File: config.mk
export PLATFORM = sky130hd
export DESIGN_NAME = fpga_robots_game_ps2_tx
export DESIGN_NICKNAME = d
export VERILOG_FILES = /design/src/rtl/fpga_robots_game_ps2_tx.sv
export SDC_FILE = /design/constraint.sdc
export NUM_CORES = 1
export LEC_CHECK = 0
export CELL_PAD_IN_SITES_DETAIL_PLACEMENT = 0
export CELL_PAD_IN_SITES_GLOBAL_PLACEMENT = 2
export CORE_AREA = 2 2 80 82
export CTS_BUF_LIST = sky130_fd_sc_hd__clkbuf_16
export CTS_CLUSTER_SIZE = 14
export DETAILED_ROUTE_END_ITERATION = 10
export DIE_AREA = 0 0 82 84
export PLACE_DENSITY_LB_ADDON = 0.08
export SYNTH_ARGS = -nofsm -noshare
export SYNTH_HDL_FRONTEND = slang
export SYNTH_SLANG_ARGS = --single-unit
File: constraint.sdc
create_clock -name clk -period 2.4 [get_ports clk]
set_input_delay 0.48 -clock clk [delete_from_list [all_inputs] [get_ports clk]]
set_output_delay 0.48 -clock clk [all_outputs]
set_load 0.05 [all_outputs]
File: src/rtl/fpga_robots_game_ps2_tx.sv
// PS/2 host-to-device transmitter: sends one command byte to the keyboard using the
// request-to-send sequence, driving the open-drain clock/data pins through output enables.
module fpga_robots_game_ps2_tx #(
  parameter int unsigned INHIBIT_TICKS = 18,
  parameter int unsigned TIMEOUT_TICKS = 2500
) (
  input  logic       clk,
  input  logic       rst_n,
  input  logic       sixus,
  input  logic [7:0] tx_dat,
  input  logic       tx_stb,
  output logic       tx_rdy,
  output logic       tx_done,
  output logic       tx_err,
  input  logic       ps2_clk_in,
  input  logic       ps2_dat_in,
  output logic       ps2_clk_oe,
  output logic       ps2_dat_oe
);

  typedef enum logic [2:0] {
    IDLE,
    INHIBIT,
    REQ,
    RELEASE,
    ACK,
    FINISH,
    ERR
  } state_t;

  localparam logic [4:0]  INH_LIMIT = 5'(INHIBIT_TICKS);
  localparam logic [11:0] TO_LIMIT  = 12'(TIMEOUT_TICKS);
  localparam logic [3:0]  STOP_IDX  = 4'd9;

  state_t      state_q, state_d;
  logic [8:0]  shift_q, shift_d;
  logic [4:0]  inh_cnt_q, inh_cnt_d;
  logic [11:0] to_cnt_q, to_cnt_d;
  logic [3:0]  idx_q, idx_d;
  logic        clk_meta_q, clk_meta_d;
  logic        clk_s_q, clk_s_d;
  logic        clk_prev_q, clk_prev_d;
  logic        dat_meta_q, dat_meta_d;
  logic        dat_s_q, dat_s_d;
  logic        tx_rdy_q, tx_rdy_d;
  logic        tx_done_q, tx_done_d;
  logic        tx_err_q, tx_err_d;
  logic        clk_oe_q, clk_oe_d;
  logic        dat_oe_q, dat_oe_d;
  logic        fall;
  logic        timed_out;

  assign fall      = clk_prev_q & ~clk_s_q;
  assign timed_out = (to_cnt_q >= TO_LIMIT);

  always_comb begin
    clk_meta_d = ps2_clk_in;
    clk_s_d    = clk_meta_q;
    clk_prev_d = clk_s_q;
    dat_meta_d = ps2_dat_in;
    dat_s_d    = dat_meta_q;
  end

  always_comb begin
    state_d   = state_q;
    shift_d   = shift_q;
    inh_cnt_d = inh_cnt_q;
    to_cnt_d  = to_cnt_q;
    idx_d     = idx_q;
    dat_oe_d  = dat_oe_q;
    tx_done_d = 1'b0;

    // Timeout counter saturates so a stalled device can never wrap it back below the limit
    if ((state_q == RELEASE || state_q == ACK || state_q == FINISH) &&
        sixus && (to_cnt_q != 12'hfff)) begin
      to_cnt_d = to_cnt_q + 12'd1;
    end

    case (state_q)
      IDLE: begin
        if (tx_stb) begin
          shift_d   = {~^tx_dat, tx_dat};
          inh_cnt_d = '0;
          state_d   = INHIBIT;
        end
      end
      INHIBIT: begin
        if (inh_cnt_q == INH_LIMIT) begin
          state_d = REQ;
        end else if (sixus) begin
          inh_cnt_d = inh_cnt_q + 5'd1;
        end
      end
      REQ: begin
        idx_d    = '0;
        to_cnt_d = '0;
        state_d  = RELEASE;
      end
      RELEASE: begin
        if (timed_out) begin
          state_d = ERR;
        end else if (fall) begin
          idx_d = idx_q + 4'd1;
          if (idx_q == STOP_IDX) begin
            state_d = ACK;
          end else begin
            dat_oe_d = ~shift_q[idx_q];
          end
        end
      end
      ACK: begin
        if (timed_out) begin
          state_d = ERR;
        end else if (fall) begin
          state_d = dat_s_q ? ERR : FINISH;
        end
      end
      FINISH: begin
        if (timed_out) begin
          state_d = ERR;
        end else if (clk_s_q && dat_s_q) begin
          tx_done_d = 1'b1;
          state_d   = IDLE;
        end
      end
      ERR: begin
        state_d = IDLE;
      end
      default: begin
        state_d = IDLE;
      end
    endcase

    // Line enables follow the state being entered so every output is a clean register
    clk_oe_d = (state_d == INHIBIT) || (state_d == REQ);
    if (state_d == REQ) begin
      dat_oe_d = 1'b1;
    end else if (state_d != RELEASE) begin
      dat_oe_d = 1'b0;
    end
    tx_err_d = (state_d == ERR);
    tx_rdy_d = (state_d == IDLE);
  end

  always_ff @(posedge clk or negedge rst_n) begin
    if (!rst_n) begin
      state_q    <= IDLE;
      shift_q    <= '0;
      inh_cnt_q  <= '0;
      to_cnt_q   <= '0;
      idx_q      <= '0;
      clk_meta_q <= 1'b1;
      clk_s_q    <= 1'b1;
      clk_prev_q <= 1'b1;
      dat_meta_q <= 1'b1;
      dat_s_q    <= 1'b1;
      tx_rdy_q   <= 1'b1;
      tx_done_q  <= 1'b0;
      tx_err_q   <= 1'b0;
      clk_oe_q   <= 1'b0;
      dat_oe_q   <= 1'b0;
    end else begin
      state_q    <= state_d;
      shift_q    <= shift_d;
      inh_cnt_q  <= inh_cnt_d;
      to_cnt_q   <= to_cnt_d;
      idx_q      <= idx_d;
      clk_meta_q <= clk_meta_d;
      clk_s_q    <= clk_s_d;
      clk_prev_q <= clk_prev_d;
      dat_meta_q <= dat_meta_d;
      dat_s_q    <= dat_s_d;
      tx_rdy_q   <= tx_rdy_d;
      tx_done_q  <= tx_done_d;
      tx_err_q   <= tx_err_d;
      clk_oe_q   <= clk_oe_d;
      dat_oe_q   <= dat_oe_d;
    end
  end

  assign tx_rdy     = tx_rdy_q;
  assign tx_done    = tx_done_q;
  assign tx_err     = tx_err_q;
  assign ps2_clk_oe = clk_oe_q;
  assign ps2_dat_oe = dat_oe_q;

endmodule

* Yosys cells after proc, flatten, opt, wreduce, memory -nomap -nowiden *
Cells that the tools add are included.

word-level totals
  output and inout port bits = 5
  word-level logic and storage cells = 91
  bits of input ports = 14
  register bits = 43

cells by class
  eq/ne operators = 19
  bitwise gates (word level) = 3
  add/sub/neg operators = 3
  reduce and logical (&&, ||, !) cells = 18
  mux-type cells = 31
  magnitude comparators = 2

operators by type and width
  cell                   number
  $mux 3                 9
  $mux 12                2
  $pmux 3 s6             1
  $mux 5                 3
  $add 12x1->12 const B  1
  $ge 12x12->1 const B   1
  $ne 12x12->1 const B   1
  $mux 1                 10
  $ne 2x2->1 const B     5
  $pmux 5 s2             1
  $eq 3x2->1 const B     3
  $eq 3x3->1 const B     3
  $mux 4                 2
  $pmux 4 s2             1
  $reduce_and 4->1       2
  $reduce_xnor 8->1      1
  $eq 3x1->1 const B     2
  $logic_not 3->1        2
  $ne 3x1->1 const B     2
  $reduce_bool 2->1      3
  $reduce_bool 3->1      2
  $add 5x1->5 const B    1
  $eq 5x5->1 const B     1
  $lt 4x5->1 const B     1
  11 further kinds       16

* Depth between registers and ports, before layout *
Gate-level depths: netlist (run 1).

  depth after elaboration = 9
  depth in mapped cells = 9
  gate-level depth less buffers = 8

* Worst setup path after synthesis (run 1) *
Ideal clock, no wire load.

  kind = reg2reg
  start = register clk_prev_q
  end = register clk_oe_q, in the netlist ps2_clk_oe
  setup time = 120 ps
  stages on the path, launching flop included = 7
  data arrival time = 1890 ps
  required time = 2280 ps
  path buffers = 1
  period minus slack after synthesis = 2011 ps
  path slack = 389 ps
  cell sequence = dfstp_2 > or2b_2 > nor3_2 > a21oi_1 > or4_1 > buf_2 > o211a_1

on the way
  word-level cells in the longest chain between the ends = 6
  elaborated cells between the ends (all ways) = 9
  those cells by class = 2 x eq/ne; 5 x mux; 1 x bitwise; 1 x reduce/logical

ends and longest elaborated chain
  item                                      RTL line  RTL
  start: declaration                        42        logic clk_prev_q, clk_prev_d;
  start signal: assignment                  170       clk_prev_q <= clk_prev_d;
  $and 1x1->1 (*)                           53        assign fall = clk_prev_q & ~clk_s_q;
  $mux 3, on equally long branches          114, 102
  $mux 3, on equally long branches          112, 100
  $pmux 3 s6 (*)                            79        case (state_q)
  named net state_d[1]                      35        state_t state_q, state_d;
  $eq 3x1->1 or $eq 3x2->1 (tied branches)  135       clk_oe_d = (state_d == INHIBIT) || (state_d == REQ);
  $logic_or 1x1->1 (*)                      135
  named net clk_oe_d                        48        logic clk_oe_q, clk_oe_d;
  end signal: assignment                    176       clk_oe_q <= clk_oe_d;
  end: declaration                          48

Mark *: on every way through the listed nets, which the timed path passes. The rest lies on a longest branch.
A chain may end at the register's enable or synchronous reset.

* Worst setup path in the final report (run 1) *
  start = register clk_prev_q
  end = register clk_oe_q, in the netlist ps2_clk_oe

on the way
  word-level cells in the longest chain between the ends = 6
  elaborated cells between the ends (all ways) = 9
  those cells by class = 2 x eq/ne; 5 x mux; 1 x bitwise; 1 x reduce/logical

ends and longest elaborated chain
  item                                      RTL line
  $and 1x1->1 (*)                           53
  $mux 3, on equally long branches          114, 102
  $mux 3, on equally long branches          112, 100
  $pmux 3 s6 (*)                            79
  $eq 3x1->1 or $eq 3x2->1 (tied branches)  135
  $logic_or 1x1->1 (*)                      135
  named net clk_oe_d                        48

Marks and branches as above.

==> results of run 1 <==
## kinds of logic after synthesis
group           Yosys count  share of synthesized area [%]
compound gates           25                           8.55
buf+inv                  12                           2.55
xor+xnor                 21                           8.32
flops                    43                           49.0
mux                      17                           8.32
simple gates             82                           19.9
fa+ha+maj                 6                           3.40
## registers in the layout, indices dropped and copies added (netlist names), 3 cells and up
register / cells
state_q: 3
to_cnt_q: 12
idx_q: 4
shift_q: 9
inh_cnt_q: 5
## cell type report
| type | count | area [um^2] |
|---|---|---|
| inverter | 6 | 22.5 |
| timing repair buffer | 23 | 213 |
| tap | 77 | 96.3 |
| clock inverter | 3 | 16.3 |
| sequential | 43 | 1080 |
| clock buffer | 5 | 125 |
| fill | 590 | 3460 |
| multi-input combinational | 151 | 1080 |
## cells in the mapped netlist (all sizes together) (3+ instances only)
master	number	share of area, %
clkbuf	3	0.57
dfstp	6	7.1
o21ai	3	0.68
xor2	11	4.4
inv	6	1.0
mux2	11	5.6
nand3	5	1.1
mux2i	6	2.7
buf	3	0.96
a21oi	7	2.1
dfrtp	37	42
nand4	8	2.3
and3	3	1.1
nand2	13	2.2
xnor2	10	4.0
nor3	4	1.1
ha	6	3.4
nand2b	3	0.85
nor2	29	4.9
## metal layers
metal  routed length (um)  track usage (%)
met5                    0                0
met4                   61             5.00
met2                 2060             22.0
met3                  166             3.68
met1                 2120             19.5
## worst max-delay path: stages (launching register included)
cell and delay [ps]:
dfstp_2 510, or2b_2 340, nor3_2 210, a21oi_1 80
or4_1 620, o211a_1 240
## power by group
part	switching, mW	internal, mW
combinational	0.426	0.397
sequential	0.201	0.947
clock	0.274	0.380
## worst max path at each step
| stage | start | endpoint | slack [ps] | cells past startpoint |
|---|---|---|---|---|
| after floorplan | clk_prev_q$_DFF_PN1_ | ps2_clk_oe$_DFF_PN0_ | 390 | 6 |
| after global placement | clk_prev_q$_DFF_PN1_ | ps2_clk_oe$_DFF_PN0_ | 340 | 5 |
| after detailed placement | clk_prev_q$_DFF_PN1_ | ps2_clk_oe$_DFF_PN0_ | 290 | 5 |
| after CTS | clk_prev_q$_DFF_PN1_ | ps2_clk_oe$_DFF_PN0_ | 280 | 5 |
| after global routing | clk_prev_q$_DFF_PN1_ | ps2_clk_oe$_DFF_PN0_ | 150 | 5 |
| final | clk_prev_q$_DFF_PN1_ | ps2_clk_oe$_DFF_PN0_ | 290 | 5 |
## per-stage QoR
step,cell area [um^2],worst slack [ps],hold WS (ps),cells
4_1_cts,2630,284,123,308
3_3_place_gp,2490,339,351,300
6_report,2630,293,112,308
5_1_grt,2630,154,141,308
2_1_floorplan,2210,389,184,206
3_5_place_dp,2490,286,347,300
==> run metrics, run 1 <==
final hold vios 0; Hold Path Class primary input to asynchronous set/reset pin; clk_lat worst skew roughly 280 ps; deepest clock path buffer count 2; Critical R2R Launch clk_prev_q$_DFF_PN1_; share of post-route cells with drive strength above 1 between 10% and 20%; CTS Hold Buffers Added 0; PortBufs 18; Syn Area/Cell between 10 and 15 um^2; routed vias/inst just over 5; fin. max-slew vios 0; CTS clk-pin slew, worst paths ~60 ps; fin nets 250; Clock Skew slightly below 5 ps; worst slew pin tran 617 ps; Post-synth EDFFs 0; Rel. slew slack approximately three fifths; Most used DFF post-synth dfrtp_1; HPWL after DPL between 3 and 4 mm; Max VDD drop between 0.4 and 0.5 mV; H-tree depth 2; Final setup viols 0; Die Height about 84 um; ys async rst share 100%; DRT iter0 DRCs 97; Post-Synthesis Cells 206; startpoint types register; Post-CTS Resized 0; vias in the first global route 1643; commonest non-fill, non-tap cell in the layout dfrtp_1; Yosys reg bits between 40 and 50; # diodes 0; die area 6890 um^2; Leakage around 1.1 nW; GP Congestion around 0.77; total power between 2 and 3 mW; largest net degree at the start of global routing 28; Syn Nets 226; Die Span X a little over 80 um; Final ANT Viol Nets 0; unrepaired setup endpoints after global routing false; DRT Wirelength 4.41 mm; Top Ports 19; Reg2Reg Setup Slack 290 ps; fin util 43.2%; drt pass-1 iters 4; setup TNS 0 ps; commonest cells after routing, fill and taps aside dfrtp_1 (37), nor2_1 (29), clkdlybuf4s50_1 (17); GRT overflow 0; row cnt 29; TritonCTS Buffers 5; outcome finished clean; Cell Pwr Density about 1000 nW/um^2; CTS tree done; Max Fclk around 0.47 GHz; synth unique cells 50; crit-path max FO 5; Worst Setup Path Type register to register; crit path DAT about 2300 ps; Initial Util between 30% and 40%; core area 6100 um^2; Vias approximately 1.6k; Worst R2R Path Depth 5; first-pass GRT wire length 7.64 mm; R2R Path End ps2_clk_oe$_DFF_PN0_; # Post-CTS Setup Buffers 0; # DRC 0; fin crit period about 2100 ps; Syn. warnings 0; Max Cap Viol 0; initial antenna violation count 0; Req. time, crit path 2570 ps; area grow syn2layout 19.1%; CP endpoint kind register; WL/cell around 14 um; sequential area share after synthesis about half; clock root buffer clkbuf_16; period utilization between 80 and 90%; Global Route Usage Sum 14.4%; Clock Sinks 43; Post-Syn Area roughly 2200 um^2
Note: power is estimated with default switching activity, not from simulation.
==> run 2: changes to the inputs <==
- CAP_MARGIN: unset -> 10
==> results of run 2 <==
Final layout, timing and power as in run 1 (identical DEF).
